**config.mk**
```make
export PLATFORM = sky130hd
export DESIGN_NAME = eq_out_stage
export DESIGN_NICKNAME = d
export VERILOG_FILES = /design/src/rtl/eq_out_stage.sv
export SDC_FILE = /design/constraint.sdc
export NUM_CORES = 2
export LEC_CHECK = 0
export ABC_AREA = 1
export CORE_MARGIN = 4
export CORE_UTILIZATION = 64
export CTS_CLUSTER_SIZE = 25
export DETAILED_ROUTE_END_ITERATION = 8
export GPL_TIMING_DRIVEN = 0
export PLACE_DENSITY = 0.82
export RECOVER_POWER = 100
export SETUP_SLACK_MARGIN = 0.05
export SLEW_MARGIN = 20
export SYNTH_ARGS = -nofsm -noshare
export SYNTH_HDL_FRONTEND = slang
export SYNTH_SLANG_ARGS = --single-unit
```
**constraint.sdc**
```tcl
create_clock -name clk_40k -period 12.7 [get_ports clk_40k]
set_input_delay 3.81 -clock clk_40k [delete_from_list [all_inputs] [get_ports clk_40k]]
set_output_delay 3.81 -clock clk_40k [all_outputs]
set_load 0.005 [all_outputs]
```
**src/rtl/eq_out_stage.sv**
```systemverilog
// Equaliser output stage: gain, soft-mute ramp and 24-bit saturation in a
// 3-stage pipeline, with sticky clip statistics.
module eq_out_stage #(
  parameter int RAMP_STEP = 4,
  parameter int GAIN_FRAC = 14
) (
  input  logic               clk_40k,
  input  logic               rst,
  input  logic signed [28:0] din,
  input  logic               din_valid,
  input  logic        [15:0] gain,
  input  logic               mute,
  input  logic               clip_clr,
  output logic signed [23:0] dout,
  output logic               dout_valid,
  output logic               muted,
  output logic               clip_flag,
  output logic        [15:0] clip_cnt
);

  typedef enum logic [1:0] {MUTED, RAMP_UP, ACTIVE, RAMP_DOWN} state_t;

  localparam logic [8:0]         RAMP_FULL = 9'd256;
  localparam logic [9:0]         STEP      = 10'(RAMP_STEP);
  localparam logic signed [30:0] SAT_MAX   = 31'sd8388607;
  localparam logic signed [30:0] SAT_MIN   = -31'sd8388608;

  state_t            state;
  logic [8:0]        ramp;
  logic [9:0]        ramp_sum;
  logic [8:0]        ramp_inc;
  logic [8:0]        ramp_dec;

  logic              v1, v2;
  logic signed [30:0] p1, p2;
  logic [8:0]        r1;

  logic signed [45:0] prod1;
  logic signed [40:0] prod2;
  logic signed [30:0] p1_d, p2_d;
  logic              sat_hi, sat_lo, clip_ev;
  logic signed [23:0] sat_val;

  // NOTE: every signal written here gets a value on every path, so no latch is inferred.
  always_comb begin
    ramp_sum = {1'b0, ramp} + STEP;
    ramp_inc = (ramp_sum >= 10'd256) ? RAMP_FULL : ramp_sum[8:0];
    ramp_dec = ({1'b0, ramp} > STEP) ? (ramp - STEP[8:0]) : 9'd0;

    prod1 = 46'(din) * 46'($signed({1'b0, gain}));
    p1_d  = 31'(prod1 >>> GAIN_FRAC);
    prod2 = 41'(p1) * 41'($signed({1'b0, r1}));
    p2_d  = 31'(prod2 >>> 8);

    sat_hi  = (p2 > SAT_MAX);
    sat_lo  = (p2 < SAT_MIN);
    sat_val = sat_hi ? 24'sh7fffff : (sat_lo ? 24'sh800000 : p2[23:0]);
    clip_ev = v2 && (sat_hi || sat_lo);
  end

  // Leaving an end point (MUTED/ACTIVE) steps the ramp at once; reversing
  // mid-ramp only changes direction and holds the ramp for that sample.
  // NOTE: sequential state uses non-blocking assignments so all registers update together.
  always_ff @(posedge clk_40k or negedge rst) begin
    if (!rst) begin
      state <= MUTED;
      ramp  <= 9'd0;
      muted <= 1'b1;
    end else if (din_valid) begin
      case (state)
        MUTED: if (!mute) begin
          ramp  <= ramp_inc;
          state <= (ramp_inc == RAMP_FULL) ? ACTIVE : RAMP_UP;
          muted <= 1'b0;
        end
        RAMP_UP: begin
          if (mute) begin
            state <= RAMP_DOWN;
          end else begin
            ramp <= ramp_inc;
            if (ramp_inc == RAMP_FULL) state <= ACTIVE;
          end
        end
        ACTIVE: if (mute) begin
          ramp <= ramp_dec;
          if (ramp_dec == 9'd0) begin
            state <= MUTED;
            muted <= 1'b1;
          end else begin
            state <= RAMP_DOWN;
          end
        end
        RAMP_DOWN: begin
          if (!mute) begin
            state <= RAMP_UP;
          end else begin
            ramp <= ramp_dec;
            if (ramp_dec == 9'd0) begin
              state <= MUTED;
              muted <= 1'b1;
            end
          end
        end
        default: begin
          state <= MUTED;
          ramp  <= 9'd0;
          muted <= 1'b1;
        end
      endcase
    end
  end

  always_ff @(posedge clk_40k or negedge rst) begin
    if (!rst) begin
      v1         <= 1'b0;
      p1         <= '0;
      r1         <= '0;
      v2         <= 1'b0;
      p2         <= '0;
      dout_valid <= 1'b0;
      dout       <= '0;
    end else begin
      v1         <= din_valid;
      p1         <= p1_d;
      r1         <= ramp;
      v2         <= v1;
      p2         <= p2_d;
      dout_valid <= v2;
      if (v2) dout <= sat_val;
    end
  end

  // A clear coincident with a clip leaves exactly that one event counted.
  always_ff @(posedge clk_40k or negedge rst) begin
    if (!rst) begin
      clip_flag <= 1'b0;
      clip_cnt  <= '0;
    end else if (clip_clr) begin
      clip_flag <= clip_ev;
      clip_cnt  <= {15'd0, clip_ev};
    end else if (clip_ev) begin
      clip_flag <= 1'b1;
      if (clip_cnt != 16'hffff) clip_cnt <= clip_cnt + 16'd1;
    end
  end

endmodule

```
==> qor.yml <==
synth_top_area_share_pct: 41.05
ff2ff_setup_slack_ps: 6410
synthXorXnorAreaFrac_pct: 1.908
die_y_um: 232.1
path_class: "input pin to flop"
start_util_pct: 65.25
wl_met3_mm: 9.394
ys.flop_type: "dfrtp_1"
root_buffer: "clkbuf_16"
hp-start: "v1$_DFF_PN0_"
drive_gt1_share_pct: 1.249
ys_ff_latch: 127
crit_start: "gain[6]"
netlist_top_cells_area: "fa_1, inv_1, nand2_1"
slew_violations: 130
grt_pass1_vias: 28340
maxCapViolCount: 2
grt_pass1_wl_mm: 147.5
grt_max_degree: 66
synth-simple-area-share_pct: 19.13
min_path_cells: 0
setup_viol: 0
clock-sinks: 127
worst_pin_slew_ps: 3423
synth_top_family_by_area: "adder cells"
ff2ff_path_depth: 21
violations: "capacitance limit, slew limit"
die_x_um: 232.1
rsz0062_at_grt: "false"
min_period_over_period_pct: 85.33
cts_resized: 0
worstHoldPathType: "flop to flop"
yosysWarnings: 0
finish.utilization_pct: 69.05
wl_met1_mm: 35.63
clkLatencyLatePin_ps: 460
min_to: "v2$_DFF_PN0_"
syn_nets: 5141
worstPathArrival_ps: 11180
postSynthCellCount: 4242
yosysMostFrequentCell: "inv_1"
ctsHoldBuffers: 0
drc: 0
finalSetupTns_ps: 0
globalRoute.totalOverflow: 0
hold_viol_final: 0
maxSlewHeadroom_pct: -128.2
drt-initial-drc-count: 2455
hpwlAfterDp_mm: 74.84
firstDrtPassIters: 6
detail-route-antenna-nets: 0
min_period_ps: 10840
num_vias: 26990
worstPathRequired_ps: 13040
synth_mux_area_share_pct: 0
place.port_buffers: 49
topRoutingLayerUsed: "met5"
place_congestion: 1.009
cp_max_fo: 10
area_delta_synth_final_pct: 5.832
die_area_um2: 53870
antenna_cells: 0
htreeDepth: 4
clk_pin_slew_ps: 70
worstSetupStartpointType: "input pin"
async_reset_ff_share_pct: 100.0
wl_met2_mm: 41.30
cts_tree: "yes"
ios: 93
post_drt_wl_per_cell_um: 18.02
antenna_found_initial: 1
synth-edff-count: 0
core_area_um2: 49250
status: "complete, but fails checks"
synth_common_cells: "inv_1, nand2_1, fa_1"
post_cts_buffers: 0
grt.total_usage_pct: 35.21
fin_nets: 5210
cts_buffers: 17
yosys.area.top_type: "fa_1"
ys_seq_area_share_pct: 9.893
cp-end-kind: "flop"
worstReg2RegStart: "r1[1]$_DFF_PN0_"
syn_area_um2: 32140
syn_avg_cell_area_um2: 7.576
synth_cell_types: 42
viasPerCell: 5.410
synth_fa_ha_area_share_pct: 48.45
synth-compound-area-share_pct: 4.138
clock.fmax_mhz: 92.27
routed_wl_mm: 89.87
clockBufferDepth: 2
rows: 81
reg2reg_to: "p2[18]$_DFF_PN0_"
skew_ps: 22.35
==> logic make-up after synthesis <==
group / after synthesis
AO/OA/AOI/OAI: 238
XOR/XNOR: 70
adder cells (fa/ha/maj): 849
buffers and inverters: 1405
flip-flops: 127
AND/OR/NAND/NOR: 1553
==> area by class of cell <==
class                   instances  area [µm²]
fillers                      4166       15240
well taps                     664       830.8
inverters                    1230        4617
flip-flops and latches        127        3179
repair buffers                 50       488.0
multi-input cells            2710       23640
clock inverters                15       165.2
plain buffers                 175       668.1
clock buffers                  17       425.4
==> worst max-delay path by stage <==
| stage | slack (ps) | endpoint | depth (start not counted) |
|---|---|---|---|
| floorplan | 3550 | p1[25]$_DFF_PN0_ | 21 |
| global route | 1700 | p1[24]$_DFF_PN0_ | 18 |
| finish | 1860 | p1[24]$_DFF_PN0_ | 18 |
| detailed placement | 1530 | p1[24]$_DFF_PN0_ | 18 |
| CTS | 1990 | p1[24]$_DFF_PN0_ | 18 |
| global placement | 1400 | p1[24]$_DFF_PN0_ | 18 |
==> critical path: stages <==
cell and delay [ps]:
clkbuf_1 740, clkbuf_1 830, nand2_1 270, fa_1 580, inv_1 80, fa_1 800
inv_1 180, fa_1 510, fa_1 420, inv_1 90, fa_1 450, fa_1 490
ha_1 460, nand2_1 180, nor4_1 660, nand3_1 340, nand4_1 190, nand2_1 70
==> layout by cell type, fill, tap and decap left out, types with 11 or more instances in the layout <==
| master | instances |
|---|---|
| nand3_1 | 94 |
| o21ai_1 | 11 |
| nand2_1 | 1194 |
| clkbuf_1 | 168 |
| a21oi_1 | 97 |
| nand4_1 | 29 |
| o21ai_0 | 71 |
| nor2_1 | 197 |
| nor3_1 | 12 |
| ha_1 | 190 |
| clkbuf_16 | 17 |
| inv_1 | 1224 |
| dlygate4sd3_1 | 46 |
| fa_1 | 659 |
| xnor2_1 | 17 |
| xor2_1 | 53 |
| o21bai_1 | 14 |
| dfrtp_1 | 126 |
| a21o_1 | 13 |
==> per-layer routing <==
metal / vias up / GRT usage (%)
met4: 2 / 12.55
met1: 13240 / 48.19
met5: - / 0
li1: 12180 / -
met3: 255 / 6.980
met2: 1311 / 56.72
==> flip-flops by register name, summed over array words and instances, names as in the netlist, 2 cells and up <==
name	flops
p2	31
ramp	9
p1	31
state	2
r1	9
clip_cnt	16
dout	24
==> stage by stage <==
stage          hold slack [ps]  area [µm²]  worst slack, ps  cells
2_1_floorplan            331.2       32140             3548   4242
3_3_place_gp             334.2       33460             1397   4955
3_5_place_dp             340.2       33490             1528   4956
4_1_cts                  355.9       34080             1994   4988
5_1_grt                  364.2       34010             1700   4988
6_report                 355.7       34010             1863   4988
Power is not shown: default switching activity piles up to over one toggle a cycle in this logic, so the estimate is an artifact.
